**src/rtl/display_scan_ctrl.sv**
```systemverilog
// ---------------------------------------------------------------------------
// display_scan_ctrl
//
// Drives the 4-digit multiplexed 7-segment display. A binary value is
// accepted through a one-cycle LOAD handshake and converted to BCD by a
// sequential shift-add-3 engine. The finished digits are committed in a
// single cycle, and a free-running scan scheduler walks the digit slots.
// Each slot starts with an anti-ghosting blanking interval.
//
// Optional feature (compile-time macro DISPLAY_DP_EN):
//   When this macro is defined, the DP_MASK[3:0] input is added. Bit 3 is the
//   thousands digit. The dp bit (segment byte bit 0) of a displayed digit is
//   then driven from ~DP_MASK. When the macro is undefined, the port does not
//   exist and dp is always off.
//
// Ports:
//   CLK      in   1      system clock
//   RST      in   1      synchronous active-high reset
//   VALUE    in   BIN_W  binary value to display (max displayable 9999)
//   LOAD     in   1      one-cycle request to convert VALUE
//   BUSY     out  1      conversion in progress
//   OVF      out  1      last committed VALUE was greater than 9999
//   DIG_EN   in   4      per-digit enable, bit3 = thousands, bit0 = units
//   LZB      in   1      leading-zero blanking enable
//   DP_MASK  in   4      decimal-point mask (only with DISPLAY_DP_EN)
//   DISPLAY  out  16     {seg a..g,dp ; anodes[7:0]}, all active-low
// ---------------------------------------------------------------------------
module display_scan_ctrl #(
    parameter int BIN_W     = 14,
    parameter int SLOT_CYC  = 41667,
    parameter int BLANK_CYC = 500
) (
    input  logic             CLK,
    input  logic             RST,
    input  logic [BIN_W-1:0] VALUE,
    input  logic             LOAD,
    output logic             BUSY,
    output logic             OVF,
    input  logic [3:0]       DIG_EN,
    input  logic             LZB,
`ifdef DISPLAY_DP_EN
    input  logic [3:0]       DP_MASK,
`endif
    output logic [15:0]      DISPLAY
);

    localparam int CNT_W  = (SLOT_CYC > 1) ? $clog2(SLOT_CYC) : 1;
    localparam int SCNT_W = $clog2(BIN_W + 1);

    typedef enum logic [1:0] {
        ST_IDLE,
        ST_SHIFT,
        ST_COMMIT
    } state_t;

    // ------------------------------------------------------------------
    // Conversion engine state
    // ------------------------------------------------------------------
    state_t              r_state;
    logic [BIN_W-1:0]    r_bin;
    logic [15:0]         r_bcd;
    logic [SCNT_W-1:0]   r_shift_cnt;
    logic                r_ovf_pend;
    logic                r_busy;
    logic                r_ovf;
    logic [15:0]         r_dig;          // committed digits, [15:12] = thousands

    // ------------------------------------------------------------------
    // Scan scheduler state
    // ------------------------------------------------------------------
    logic [CNT_W-1:0]    r_slot_cnt;
    logic [1:0]          r_slot;
    logic [15:0]         r_display;

    // Add-3 correction applied to every working nibble before each shift
    logic [15:0]         w_bcd_adj;

    genvar gi;
    generate
        for (gi = 0; gi < 4; gi++) begin : g_adj
            assign w_bcd_adj[gi*4 +: 4] = (r_bcd[gi*4 +: 4] >= 4'd5) ?
                                          (r_bcd[gi*4 +: 4] + 4'd3) :
                                          r_bcd[gi*4 +: 4];
        end
    endgenerate

    always_ff @(posedge CLK) begin
        if (RST) begin
            r_state     <= ST_IDLE;
            r_bin       <= '0;
            r_bcd       <= '0;
            r_shift_cnt <= '0;
            r_ovf_pend  <= 1'b0;
            r_busy      <= 1'b0;
            r_ovf       <= 1'b0;
            r_dig       <= '0;
        end else begin
            case (r_state)
                ST_IDLE: begin
                    if (LOAD) begin
                        r_bin       <= VALUE;
                        r_bcd       <= '0;
                        r_shift_cnt <= '0;
                        r_ovf_pend  <= (32'(VALUE) > 32'd9999);
                        r_busy      <= 1'b1;
                        r_state     <= ST_SHIFT;
                    end
                end
                ST_SHIFT: begin
                    r_bcd <= {w_bcd_adj[14:0], r_bin[BIN_W-1]};
                    r_bin <= {r_bin[BIN_W-2:0], 1'b0};
                    // A carry out of the thousands nibble can only happen for
                    // values above 9999; folding it in keeps the flag robust
                    // even if the magnitude check is ever changed.
                    r_ovf_pend <= r_ovf_pend | w_bcd_adj[15];
                    if (r_shift_cnt == SCNT_W'(BIN_W - 1)) begin
                        r_state <= ST_COMMIT;
                    end else begin
                        r_shift_cnt <= r_shift_cnt + 1'b1;
                    end
                end
                ST_COMMIT: begin
                    // All four digits and OVF change in the same edge so the
                    // scan never sees a half-updated value.
                    r_dig   <= r_bcd;
                    r_ovf   <= r_ovf_pend;
                    r_busy  <= 1'b0;
                    r_state <= ST_IDLE;
                end
                default: begin
                    r_busy  <= 1'b0;
                    r_state <= ST_IDLE;
                end
            endcase
        end
    end

    // ------------------------------------------------------------------
    // Slot scheduler: free running and independent of the converter
    // ------------------------------------------------------------------
    always_ff @(posedge CLK) begin
        if (RST) begin
            r_slot_cnt <= '0;
            r_slot     <= 2'd0;
        end else if (r_slot_cnt == CNT_W'(SLOT_CYC - 1)) begin
            r_slot_cnt <= '0;
            r_slot     <= r_slot + 2'd1;
        end else begin
            r_slot_cnt <= r_slot_cnt + 1'b1;
        end
    end

    // ------------------------------------------------------------------
    // Display word generation
    // ------------------------------------------------------------------
    logic [1:0]  w_idx;          // digit index, 3 = thousands
    logic [3:0]  w_digit;
    logic [3:0]  w_lead_zero;    // digit and every higher digit are zero
    logic [7:0]  w_seg_base;
    logic [7:0]  w_seg;
    logic [7:0]  w_anode;
    logic        w_blank_win;
    logic        w_show;
    logic [15:0] w_display_next;

    assign w_idx = 2'd3 - r_slot;

    always_comb begin
        w_digit = r_dig[3:0];
        case (w_idx)
            2'd3:    w_digit = r_dig[15:12];
            2'd2:    w_digit = r_dig[11:8];
            2'd1:    w_digit = r_dig[7:4];
            default: w_digit = r_dig[3:0];
        endcase
    end

    always_comb begin
        w_lead_zero    = 4'b0000;
        w_lead_zero[3] = (r_dig[15:12] == 4'd0);
        w_lead_zero[2] = w_lead_zero[3] && (r_dig[11:8] == 4'd0);
        w_lead_zero[1] = w_lead_zero[2] && (r_dig[7:4] == 4'd0);
        w_lead_zero[0] = 1'b0;   // units is always shown
    end

    always_comb begin
        w_seg_base = 8'hFF;
        if (r_ovf) begin
            w_seg_base = 8'hFD;
        end else begin
            case (w_digit)
                4'd0:    w_seg_base = 8'h03;
                4'd1:    w_seg_base = 8'h9F;
                4'd2:    w_seg_base = 8'h25;
                4'd3:    w_seg_base = 8'h0D;
                4'd4:    w_seg_base = 8'h99;
                4'd5:    w_seg_base = 8'h49;
                4'd6:    w_seg_base = 8'h41;
                4'd7:    w_seg_base = 8'h1F;
                4'd8:    w_seg_base = 8'h01;
                4'd9:    w_seg_base = 8'h09;
                default: w_seg_base = 8'hFF;
            endcase
        end
    end

`ifdef DISPLAY_DP_EN
    assign w_seg = {w_seg_base[7:1], ~DP_MASK[w_idx]};
`else
    assign w_seg = w_seg_base;
`endif

    always_comb begin
        w_anode = 8'hFF;
        case (r_slot)
            2'd0:    w_anode = 8'b0111_1111;
            2'd1:    w_anode = 8'b1011_1111;
            2'd2:    w_anode = 8'b1101_1111;
            default: w_anode = 8'b1110_1111;
        endcase
    end

    assign w_blank_win    = (r_slot_cnt < CNT_W'(BLANK_CYC));
    // Leading-zero blanking does not apply to the overflow dashes.
    assign w_show         = DIG_EN[w_idx] && !w_blank_win &&
                            !(LZB && !r_ovf && w_lead_zero[w_idx]);
    assign w_display_next = w_show ? {w_seg, w_anode} : 16'hFFFF;

    always_ff @(posedge CLK) begin
        if (RST) begin
            r_display <= 16'hFFFF;
        end else begin
            r_display <= w_display_next;
        end
    end

    assign DISPLAY = r_display;
    assign BUSY    = r_busy;
    assign OVF     = r_ovf;

endmodule

```
**config.mk**
```make
export PLATFORM = sky130hd
export DESIGN_NAME = display_scan_ctrl
export DESIGN_NICKNAME = d
export VERILOG_FILES = /design/src/rtl/display_scan_ctrl.sv
export SDC_FILE = /design/constraint.sdc
export NUM_CORES = 1
export LEC_CHECK = 0
export BUFFER_PORTS_ARGS = -buffer_cell sky130_fd_sc_hd__buf_2
export CAP_MARGIN = 20
export CORE_UTILIZATION = 61
export CTS_BUF_LIST = sky130_fd_sc_hd__clkbuf_4
export DETAILED_ROUTE_END_ITERATION = 6
export PLACE_DENSITY = 0.93
export SYNTH_ARGS = -nofsm -noshare
export SYNTH_HDL_FRONTEND = slang
export SYNTH_SLANG_ARGS = --single-unit
```
**constraint.sdc**
```tcl
create_clock -name CLK -period 5.9 [get_ports CLK]
set_clock_uncertainty 0.05 [all_clocks]
set_input_delay 0.295 -clock CLK [delete_from_list [all_inputs] [get_ports CLK]]
set_output_delay 0.295 -clock CLK [all_outputs]
set_load 0.02 [all_outputs]
```
==> impl_results.md, run 1 <==
* Async set-reset flop share out of synthesis at 0%
* RSZ-0062 raised after global routing: no
* Util after Layout at 68.2%
* CTS clk-pin slew, worst paths at 130 ps
* Total detailed-routing wirelength at ~7900 µm
* CTS H-Tree Depth at 3
* Library cell occupying the most area in the post-synthesis netlist: sky130_fd_sc_hd__dfxtp_1
* Maximum Capacitance Violations at 0
* Largest delay share family, worst path: adder cells
* Mean instance size in the synthesized netlist at between 8 and 9 µm²
* Antenna violations before repair at 0
* Element type at the critical path end: flip-flop
* Initial standard-cell utilization of the core at 63.0%
* Die Ht at 82.8 µm
* Number of optimization iterations in the first detailed-route pass at 6
* Net count reported at finish at ~530
* TritonCTS clock tree: done
* Synthesized cell area at between 3000 and 4000 µm²
* Logic pwr share at ~7%
* Buffers inserted during post-CTS setup optimization at 0
* Most common cell in the netlist: sky130_fd_sc_hd__dfxtp_1
* Switching share of power at 24.5%
* Final hold viol count at 0
* Dominant synthesized flop cell: sky130_fd_sc_hd__dfxtp_1
* Yosys warning count at 0
* Number of max-slew violations in the final report at 0
* Required time worst endpoint at around 6200 ps
* Sequential cell area fraction in the yosys report at between 40 and 50%
* DRC violation count after routing at 0
* Buffers from clock root to sink, at most at 2
* I/O Buffers at 34
* Maximum achievable frequency at between 400 and 500 MHz
* Sequential fraction of design power at 60.0%
* Number of placement rows at 29
* Number of synthesized flops with an enable pin at 0
* GR Overflow Total at 0
* Cell-by-cell listing of the critical path: inv_1, ha_1, a222oi_1, mux2i_1, ha_1, nor2_1, o21a_1, o21ai_1
* Worst skew pair latency at roughly 420 ps
* Via/cell ratio at 5.75
* Number of global-route vias before repair at 2,993
* Chip Width at 82.8 µm
* DP Wirelength at roughly 5500 µm
* Most frequent CP cell: sky130_fd_sc_hd__ha_1
* Path type of the worst min-delay path: input port to flip-flop
* Top post-synthesis cells by count: sky130_fd_sc_hd__dfxtp_1 (84), sky130_fd_sc_hd__nand2_1 (57), sky130_fd_sc_hd__nor2_1 (57), sky130_fd_sc_hd__a21oi_1 (35), sky130_fd_sc_hd__ha_1 (22)
* First-iteration detailed-routing DRC count at between 150 and 200
* Final number of setup-violating endpoints at 0
* Critical path buffers and inverters at 1
* Relative slew slack at roughly a third
* Slowest CP cell: sky130_fd_sc_hd__dfxtp_1
* Synth Register Bits at 84
* Synth top area share at a little over two fifths
* Largest net degree at the start of global routing at 60
* I/O Pins at 40
* Die Area at between 6000 and 7000 µm²
* Detail-routed net length per standard cell at 13.8 µm
* P_leak at approximately 1.6 nW
* Stage delay of the slowest cell on the critical path at roughly 440 ps
* Critical Path Start Type: flip-flop
* Setup Total Neg Slack at 0 ps
* Vias at approximately 3.3k
* Layout overhead on the synthesized area at 8.27%
* Data arrival time of the critical path at about 2700 ps
* Peak supply drop at roughly 210 µV
* Clock group share of total power at about 33%
* First-pass GRT wire length at roughly 13,000 µm
* Number of distinct library cells after synthesis at between 40 and 50
* Tightest Pin Transition at 1030 ps
* Clock period minus final worst setup slack at 2460 ps
* Synth Instances at between 400 and 500
* Post-DRT Antenna Nets at 0
* Post-cts resize count at 0
* Switching power of the nets at 0.000241 W
* Part of the cycle the worst path needs at roughly two fifths
* Worst-path maximum fanout at 7
* Hold-fix buffers, CTS at 0
* Power density cells at around 230 nW/µm²
* Outcome: complete, no violations
* Synth area leaders: sky130_fd_sc_hd__dfxtp_1 (42%), sky130_fd_sc_hd__ha_1 (6.9%), sky130_fd_sc_hd__nand2_1 (5.4%)
* Total global-route track usage at roughly 25%
* Non-Filler Cell Area, Final at about 4300 µm²
* Final RePlAce weighted congestion at approximately 0.9
* Inserted Diodes at 0
* Proportion of layout cells with a drive suffix above 1 at between 10% and 20%
* Placeable core region at between 6000 and 7000 µm²
* Buffer type at the clock tree root: sky130_fd_sc_hd__clkbuf_4
* Worst Path Class, Setup: flip-flop to flip-flop
* Clock sinks at 84
* Placed cell area at a little over 4000 µm²
* Cell-internal power at about 0.00074 W
* Number of clock buffers inserted by TritonCTS at 9
## worst reg2reg max path: cells and delay by family (launching register included)
family                   cells  cell delay (ps)
AO/OA/AOI/OAI                3              580
AND/OR/NAND/NOR              1              170
flip-flops                   1              440
adder cells (fa/ha/maj)      2              650
buffers and inverters        1              150
multiplexers                 1              290
## cell type report
type / instances / area [µm²]
timing repair buffer: 38 / 208
tap: 77 / 96.3
fill: 503 / 2010
clock inverter: 5 / 52.6
sequential: 84 / 1680
clock buffer: 11 / 82.6
inverter: 20 / 75.1
multi-input combinational: 336 / 2110
## state kept, by name, indices dropped and copies added, names as in the netlist
| name | flops |
|---|---|
| DISPLAY | 11 |
| r_ovf_pend | 1 |
| r_shift_cnt | 4 |
| r_state | 2 |
| r_dig | 16 |
| r_slot_cnt | 16 |
| OVF | 1 |
| r_slot | 2 |
| r_bcd | 16 |
| BUSY | 1 |
| r_bin | 14 |
## cells in the final DEF, fill, tap and decap left out, types with 10 or more instances in the layout
cell,count
sky130_fd_sc_hd__mux2i_1,19
sky130_fd_sc_hd__nand3_1,13
sky130_fd_sc_hd__nor2_1,57
sky130_fd_sc_hd__buf_2,34
sky130_fd_sc_hd__xnor2_1,12
sky130_fd_sc_hd__nand2_1,57
sky130_fd_sc_hd__xor2_1,13
sky130_fd_sc_hd__inv_1,20
sky130_fd_sc_hd__ha_1,22
sky130_fd_sc_hd__nor3_1,12
sky130_fd_sc_hd__o21ai_0,10
sky130_fd_sc_hd__a21oi_1,35
sky130_fd_sc_hd__clkbuf_4,11
sky130_fd_sc_hd__dfxtp_1,84
sky130_fd_sc_hd__a211oi_1,14
## power by group through the flow
stage          clock [W]  sequential (W)  combinational, W
6_report        0.000324        0.000590         0.0000703
5_1_grt         0.000352        0.000592         0.0000786
4_1_cts         0.000329        0.000590         0.0000686
3_5_place_dp           0        0.000602         0.0000683
3_3_place_gp           0        0.000602         0.0000652
2_1_floorplan          0        0.000601         0.0000524
## per-stage QoR
stage	power [W]	hold slack (ps)	setup slack, ps	std cells
floorplan	0.000653	382	3790	465
global placement	0.000667	393	3690	553
detailed placement	0.000671	399	3550	553
CTS	0.000987	130	3530	569
global route	0.00102	153	3280	571
finish	0.000984	155	3440	571
## path summary, 6_finish.rpt
path,slack (ps),end,start,cells after the start
worst max register to register,3440,DISPLAY[12],r_slot[0],8
worst min register to register,410,r_dig[3],r_dig[3],2
worst max-delay path,3440,DISPLAY[12],r_slot[0],8
worst min-delay path,150,BUSY,LOAD,3
## cells by family after synthesis
kind of cell / share of synthesized area (%)
mux: 5.91
other cells: 0.0943
fa+ha+maj: 6.92
flops: 42.3
xor+xnor: 5.50
buf+inv: 5.03
simple gates: 19.2
compound gates: 15.1
## routing by layer
metal | vias up | GRT usage [%] | part of all wire (%)
met4 | 0 | 7.59 | 2.0
li1 | 1638 | - | -
met3 | 18 | 6.15 | 5.1
met1 | 1534 | 27.8 | 43
met2 | 94 | 45.4 | 49
met5 | - | 0 | 0
No activity file was read; power rests on OpenSTA's default activity.
==> run 2, diff against run 1 <==
==> constraint.sdc (replaced) <==
create_clock -name CLK -period 2.5 [get_ports CLK]
set_clock_uncertainty 0.05 [all_clocks]
set_input_delay 0.125 -clock CLK [delete_from_list [all_inputs] [get_ports CLK]]
set_output_delay 0.125 -clock CLK [all_outputs]
set_load 0.02 [all_outputs]
==> run 2 against run 1 <==
Against the previous run: register-to-register slack worse by 3300 ps; fmax up 5.6%; via count up 2.2%; critical path depth up 1; critical path type unchanged; global-route usage up 0.98 points; setup slack worse by 3300 ps; cell count up 2.6%; utilization up 2.4 points; non-clock buffer count up 15; clock-buffer cell count down 2; sequential cell count unchanged.
==> impl_results.md, run 2 (same netlist as run 1, synthesis figures left out) <==
* Outcome: complete, no violations
* DP Wirelength at 5440 µm (-0.81%)
* Util after Layout at 70.6% (+2.4 points)
* Proportion of layout cells with a drive suffix above 1 at 14.1% (+1.6 points)
* Total global-route track usage at 25.7% (+0.98 points)
* Detail-routed net length per standard cell at 14.3 µm (+3.8%)
* Cell depth of the worst flop-to-flop path at 9 (+1)
* Reg-to-reg critical path startpoint: r_slot[0]
* End point of the critical path: DISPLAY[12]
* Endpoint of the most critical register-to-register path: DISPLAY[12]
* Net count reported at finish at 548 (+2.8%)
* Maximum Capacitance Violations at 0 (unchanged)
* Antenna violations before repair at 0 (unchanged)
* Post-DRT Antenna Nets at 0 (unchanged)
* Number of instances in the placed design at 557 (+0.72%)
* Data arrival time of the critical path at 2600 ps (-100 ps)
* Worst Path Class, Setup: flip-flop to flip-flop
* Most common library cell in the layout ignoring fill and taps: sky130_fd_sc_hd__dfxtp_1
* Required time worst endpoint at 2780 ps (-3370 ps)
* Part of the cycle the worst path needs at 93.1% (+51 points)
* Path type of the worst min-delay path: input port to flip-flop
* Inserted Diodes at 0 (unchanged)
* Startpoint of the tightest hold check path: VALUE[6]
* TritonCTS clock tree: done
* GR Overflow Total at 0 (unchanged)
* Highest-count cells in the layout ignoring fill and taps: sky130_fd_sc_hd__dfxtp_1 (82), sky130_fd_sc_hd__nor2_1 (57), sky130_fd_sc_hd__nand2_1 (57), sky130_fd_sc_hd__a21oi_1 (35), sky130_fd_sc_hd__buf_2 (34)
* Number of placement rows at 29 (unchanged)
* CTS clk-pin slew, worst paths at 150 ps (+20 ps)
* I/O Pins at 40 (unchanged)
* P_leak at 1.70 nW (+4.2%)
* Cell-by-cell listing of the critical path: inv_1, ha_1, a222oi_1, mux2i_1, inv_1, ha_1, nor2_1, o21a_1, o21ai_1
* First-pass GRT wire length at 13,400 µm (+3.4%)
* RSZ-0062 raised after global routing: no
* Final Non-Filler Cells at 586 (+2.6%)
* Initial standard-cell utilization of the core at 63.0% (unchanged)
* Slowest CP cell: sky130_fd_sc_hd__dfxtp_2
* Final RePlAce weighted congestion at 0.873 (-3.0%)
* I/O Buffers at 34 (unchanged)
* Total detailed-routing wirelength at 8410 µm (+6.5%)
* Largest net degree at the start of global routing at 58 (-3.3%)
* Peak supply drop at 325 µV (+56%)
* Worst skew pair latency at 440 ps (+20 ps)
* Number of optimization iterations in the first detailed-route pass at 4 (-2)
* Maximum achievable frequency at 430 MHz (+5.6%)
* Clock sinks at 84 (unchanged)
* Placeable core region at 6310 µm² (unchanged)
* First-iteration detailed-routing DRC count at 145 (-26%)
* Buffers from clock root to sink, at most at 2 (unchanged)
* Buffer type at the clock tree root: sky130_fd_sc_hd__clkbuf_4
* Die Ht at 82.8 µm (unchanged)
* DRC violation count after routing at 0 (unchanged)
* Final number of setup-violating endpoints at 0 (unchanged)
* Setup Total Neg Slack at 0 ps (unchanged)
* Clock period minus final worst setup slack at 2330 ps (-130 ps)
* Stage delay of the slowest cell on the critical path at 370 ps (-70 ps)
* Via/cell ratio at 5.73 (-0.39%)
* Number of max-slew violations in the final report at 0 (unchanged)
* Critical Path Start Type: flip-flop
* Power density cells at 526 nW/µm² (+130%)
* Die Area at 6850 µm² (unchanged)
* CTS H-Tree Depth at 3 (unchanged)
* Vias at 3,357 (+2.2%)
* Number of global-route vias before repair at 3,079 (+2.9%)
* Critical path origin: r_slot[0]
* Worst-path maximum fanout at 5 (-2)
* Tightest Pin Transition at 689 ps (-338 ps)
* Layout overhead on the synthesized area at 12.0%
* Total power after layout at 0.00234 W (+140%)
* Chip Width at 82.8 µm (unchanged)
* Relative slew slack at 54.0% (+23 points)
* Registers with the most flip-flops: r_bcd: 16 flops, r_dig: 16 flops, r_slot_cnt: 16 flops
* Element type at the critical path end: flip-flop
* Final hold viol count at 0 (unchanged)
* Worst setup slack for register-to-register paths at 170 ps (-3270 ps)
* Number of clock buffers inserted by TritonCTS at 9 (unchanged)
* Fill cell instance count of the final layout at 439 (-13%)
==> run 2: cell count changes in the layout (fill, tap and decap cells not counted), sizes merged <==
cell         previous run  this run
buf                    38        41
clkbuf                 11         9
clkinv                  2         3
clkinvlp                2         3
dlygate4sd3             0        12
==> run 2: critical path: cells and delay by family, from the launching register on <==
family,cells,cell delay [ps]
AOI/OAI and AO/OA,3,340
adders and majority gates,2,630
buffers and inverters,2,330
DFF,1,370
muxes,1,350
and+or+nand+nor,1,150
==> run 2: power breakdown <==
part           leakage [nW]  switching, W  internal [W]  total [W]
Combinational         0.952      0.000107     0.0000743   0.000181
Clock                0.0677      0.000471      0.000299   0.000770
Sequential            0.683     0.0000223       0.00137    0.00139
Total                  1.70      0.000600       0.00174    0.00234
==> run 2: per-layer routing <==
metal | share of wire, % | track usage (%) | routed length, µm
met5 | 0 | 0 | 0
met4 | 2.7 | 10.3 | 231
met3 | 4.3 | 5.05 | 360
met2 | 50 | 45.3 | 4180
met1 | 43 | 30.4 | 3630
==> run 2: area by class of cell <==
cell class	count	area, µm²	area share (%)
clock buffers	9	67.6	1.52
clock inverters	7	67.6	1.52
inverters	20	75.1	1.68
multi-input cells	336	2120	47.6
flip-flops and latches	84	1680	37.8
well taps	77	96.3	2.16
repair buffers	53	343	7.69
==> run 2: worst min-delay path by stage <==
stage	depth (start not counted)	slack, ps	endpoint
after floorplan	2	260	DISPLAY[14]
after global placement	2	390	r_dig[2]
after detailed placement	2	400	r_dig[3]
after CTS	3	2	r_bin[11]
after global routing	3	10	r_bin[11]
final	3	10	r_bin[6]
==> run 2: repair_timing <==
item | in CTS | in global routing
buffers inserted | 0 | 1
resized for setup | 0 | 5
hold buffers | 12 | 0
setup endpoints to repair | 0 | 6
endpoints found under the hold margin | 16 | 0
==> run 2: metrics by stage <==
stage                     cell area, µm²  hold WS [ps]  setup WS [ps]
after floorplan                     3990           264            385
after global placement              4180           393            308
after detailed placement            4180           400            146
after CTS                           4430          1.83           60.9
after global routing                4460          11.0           34.8
final                               4460          10.9            173
==> run 3, diff against run 2 <==
==> config.mk (replaced) <==
export PLATFORM = sky130hd
export DESIGN_NAME = display_scan_ctrl
export DESIGN_NICKNAME = d
export VERILOG_FILES = /design/src/rtl/display_scan_ctrl.sv
export SDC_FILE = /design/constraint.sdc
export NUM_CORES = 1
export LEC_CHECK = 0
export ABC_AREA = 1
export BUFFER_PORTS_ARGS = -buffer_cell sky130_fd_sc_hd__buf_2
export CAP_MARGIN = 40
export CORE_UTILIZATION = 59
export DETAILED_ROUTE_END_ITERATION = 6
export PLACE_DENSITY = 0.9
export SYNTH_ARGS = -nofsm -noshare
export SYNTH_HDL_FRONTEND = slang
export SYNTH_SLANG_ARGS = --single-unit
==> run 3 against run 2 <==
Against the previous run: cell count up 25%; utilization down 1.2 points; fmax up 0.84%; hold slack worse by 9.9 ps; critical path depth up 4; combinational power up 8%.
==> impl_results.md, run 3 <==
* Final hold viol count at 0 (unchanged)
* Total power after layout at 0.00263 W (+12%)
* Layout overhead on the synthesized area at 12.8%
* Path type of the worst min-delay path: input port to flip-flop
* Number of placement rows at 30 (+3.4%)
* Number of distinct library cells after synthesis at 37 (-20%)
* Worst setup slack for register-to-register paths at 190 ps (+20 ps)
* Vias at 3,975 (+18%)
* Stage delay of the slowest cell on the critical path at 370 ps (about the same)
* Library cell occupying the most area in the post-synthesis netlist: sky130_fd_sc_hd__dfxtp_1
* Relative slew slack at 61.5% (+7.5 points)
* Synthesized cell area at 4200 µm² (+5.7%)
* Number of optimization iterations in the first detailed-route pass at 6 (+2)
* Yosys warning count at 0 (unchanged)
* Largest delay share family, worst path: simple AND/OR/NAND/NOR gates
* Clock sinks at 84 (unchanged)
* Part of the cycle the worst path needs at 92.3% (-0.78 points)
* Most frequent CP cell: sky130_fd_sc_hd__nand2_1
* Clock period minus final worst setup slack at 2310 ps (-19.5 ps)
* First-pass GRT wire length at 16,300 µm (+22%)
* Net count reported at finish at 679 (+24%)
* GR Overflow Total at 0 (unchanged)
* Detail-routed net length per standard cell at 13.0 µm (-9.7%)
* Sequential fraction of design power at 52.9% (-6.5 points)
* Tightest Pin Transition at 576 ps (-113 ps)
* Cell depth of the worst flop-to-flop path at 13 (+4)
* I/O Buffers at 34 (unchanged)
* Critical path buffers and inverters at 3 (+1)
* Number of synthesized flops with an enable pin at 0 (unchanged)
* Buffer type at the clock tree root: sky130_fd_sc_hd__clkbuf_8
* Async set-reset flop share out of synthesis at 0% (unchanged)
* Switching share of power at 24.1% (-1.5 points)
* Min-Delay Path Depth at 3 (unchanged)
* Synth Register Bits at 84 (unchanged)
* Chip Width at 86.4 µm (+4.4%)
* Die Area at 7470 µm² (+9.0%)
* Worst skew pair latency at 360 ps (-80 ps)
* Final Non-Filler Cells at 735 (+25%)
* Worst Path Class, Setup: flip-flop to flip-flop
* Required time worst endpoint at 2710 ps (-70 ps)
* Worst-path maximum fanout at 7 (+2)
* DRC violation count after routing at 0 (unchanged)
* Sequential cell area fraction in the yosys report at 40.0% (-2.3 points)
* Final number of setup-violating endpoints at 0 (unchanged)
* Number of global-route vias before repair at 3,835 (+25%)
* Element type at the critical path end: flip-flop
* Synth Instances at 591 (+28%)
* Power density cells at 554 nW/µm² (+5.4%)
* Proportion of layout cells with a drive suffix above 1 at 12.2% (-1.9 points)
* Clock group share of total power at 39.7% (+6.8 points)
* I/O Pins at 40 (unchanged)
* RSZ-0062 raised after global routing: no
* Total global-route track usage at 27.5% (+1.8 points)
* CTS clk-pin slew, worst paths at 90 ps (-60 ps)
* Top post-synthesis cells by count: sky130_fd_sc_hd__nand2_1 (136), sky130_fd_sc_hd__dfxtp_1 (84), sky130_fd_sc_hd__nor2_1 (65), sky130_fd_sc_hd__inv_1 (59), sky130_fd_sc_hd__a21oi_1 (57)
* Total detailed-routing wirelength at 9520 µm (+13%)
* Post-DRT Antenna Nets at 0 (unchanged)
* Cell-by-cell listing of the critical path: inv_1, ha_1, nand2_1, nand2_1, nor2_1, nor2_1, inv_1, ha_1, nand3b_1, nand3_1, nand2_1, inv_1, nand2_1
* Most common library cell in the layout ignoring fill and taps: sky130_fd_sc_hd__nand2_1
* Highest-count cells in the layout ignoring fill and taps: sky130_fd_sc_hd__nand2_1 (136), sky130_fd_sc_hd__dfxtp_1 (84), sky130_fd_sc_hd__nor2_1 (65), sky130_fd_sc_hd__inv_1 (59), sky130_fd_sc_hd__a21oi_1 (57)
* First-iteration detailed-routing DRC count at 323 (+120%)
* TritonCTS clock tree: done
* Number of max-slew violations in the final report at 0 (unchanged)
* Maximum Capacitance Violations at 0 (unchanged)
* Outcome: complete, no violations
* Slowest CP cell: sky130_fd_sc_hd__dfxtp_1
* Via/cell ratio at 5.41 (-5.6%)
* Data arrival time of the critical path at 2510 ps (-90 ps)
* Cell-internal power at 0.00199 W (+14%)
* P_leak at 2.00 nW (+18%)
* Maximum achievable frequency at 433 MHz (+0.84%)
* Synth area leaders: sky130_fd_sc_hd__dfxtp_1 (40%), sky130_fd_sc_hd__nand2_1 (12%), sky130_fd_sc_hd__a21oi_1 (6.8%)
* Placeable core region at 6830 µm² (+8.2%)
* Inserted Diodes at 0 (unchanged)
* Number of clock buffers inserted by TritonCTS at 9 (unchanged)
* Number of instances in the placed design at 708 (+27%)
* Registers with the most flip-flops: r_bcd: 16 flops, r_dig: 16 flops, r_slot_cnt: 16 flops
* Reg-to-reg critical path startpoint: r_slot[0]
* Antenna violations before repair at 0 (unchanged)
* Fill cell instance count of the final layout at 518 (+18%)
* Die Ht at 86.4 µm (+4.4%)
* DP Wirelength at 6010 µm (+10%)
* Setup Total Neg Slack at 0 ps (unchanged)
* Buffers from clock root to sink, at most at 2 (unchanged)
* Initial standard-cell utilization of the core at 61.5% (-1.5 points)
* Dominant synthesized flop cell: sky130_fd_sc_hd__dfxtp_1
* Synth top area share at 40.0% (-2.3 points)
* Mean instance size in the synthesized netlist at 7.11 µm² (-18%)
* Worst-case hold path end point: r_bin[2]
* Util after Layout at 69.4% (-1.2 points)
* Startpoint of the tightest hold check path: VALUE[2]
* Critical Path Start Type: flip-flop
* Most common cell in the netlist: sky130_fd_sc_hd__nand2_1
* Final RePlAce weighted congestion at 0.889 (+1.8%)
* Largest net degree at the start of global routing at 35 (-40%)
* Endpoint of the most critical register-to-register path: DISPLAY[12]
* Logic pwr share at 7.4% (-0.3 points)
* Peak supply drop at 279 µV (-14%)
* CTS H-Tree Depth at 3 (unchanged)
* Switching power of the nets at 0.000635 W (+5.7%)
run 3: changes by cell type in the layout (fill, tap and decap cells not counted), sizes merged, moves of 6 or more:
cell / previous run / this run
xor2: 13 / 7
a31oi: 0 / 12
a211oi: 14 / 1
or2: 0 / 6
a21oi: 35 / 58
inv: 20 / 64
nand3: 14 / 28
nor2: 58 / 71
nand2b: 6 / 0
nand2: 57 / 138
o21ai: 16 / 55
xnor2: 12 / 1
mux2i: 19 / 0
run 3: worst register-to-register path, delay by kind of cell (launching register included):
family | cells | cell delay, ps
buffers and inverters | 3 | 400
adders and majority gates | 2 | 590
and+or+nand+nor | 8 | 780
DFF | 1 | 370
run 3: area by class of cell:
class                           instances  area [µm²]  share of cell area, %
Clock inverter                          5        77.6                   1.64
Sequential cell                        84        1680                   35.5
Tap cell                               96         120                   2.53
Timing Repair Buffer                   51         328                   6.91
Clock buffer                           10         128                   2.69
Inverter                               64         243                   5.12
Multi-Input combinational cell        425        2160                   45.6
run 3: stage by stage:
stage | instance area (µm²) | hold slack, ps | worst slack [ps]
after global placement | 4420 | 345 | 419
after floorplan | 4220 | 153 | 538
after global routing | 4740 | 28.0 | 16.8
after detailed placement | 4420 | 355 | 268
final | 4740 | 0.961 | 192
after CTS | 4740 | 0.807 | 222
run 3: worst max-delay path by stage:
stage	start	to	slack [ps]	cells after the start
floorplan	r_slot[0]	DISPLAY[12]	540	13
global placement	r_slot[0]	DISPLAY[12]	420	13
detailed placement	r_slot[0]	DISPLAY[12]	270	13
CTS	r_slot[0]	DISPLAY[12]	220	13
global route	r_slot[0]	DISPLAY[12]	20	13
finish	r_slot[0]	DISPLAY[12]	190	13
run 3: logic make-up (layout without fill, tap and decap cells):
| group | Yosys count | count (layout) | share of synthesized area [%] |
|---|---|---|---|
| AND/OR/NAND/NOR | 261 | 261 | 26.3 |
| XOR/XNOR | 8 | 8 | 1.67 |
| buffers and inverters | 86 | 130 | 8.87 |
| AO/OA/AOI/OAI | 129 | 129 | 16.5 |
| adder cells (fa/ha/maj) | 22 | 22 | 6.55 |
| flip-flops | 84 | 84 | 40.0 |
| other | 1 | 5 | 0.0892 |
run 3: power by group through the flow:
stage / logic [W] / registers (W) / clock network [W]
finish: 0.000196 / 0.00139 / 0.00104
global route: 0.000218 / 0.00139 / 0.00111
CTS: 0.000186 / 0.00139 / 0.00104
detailed placement: 0.000170 / 0.00142 / 0
global placement: 0.000164 / 0.00142 / 0
floorplan: 0.000133 / 0.00142 / 0
run 3: repair_timing:
action | 4_1_cts | 5_1_grt
resized for setup | 0 | 0
hold buffers | 12 | 0
setup buffers | 0 | 0
hold endpoints to repair | 12 | 0
run 3: layer usage:
metal / GRT usage (%) / wire length (µm) / vias to the layer above
met3: 4.67 / 479 / 31
li1: - / - / 1989
met1: 30.9 / 3860 / 1811
met4: 16.8 / 308 / 0
met2: 48.6 / 4880 / 144
met5: 0 / 0 / -
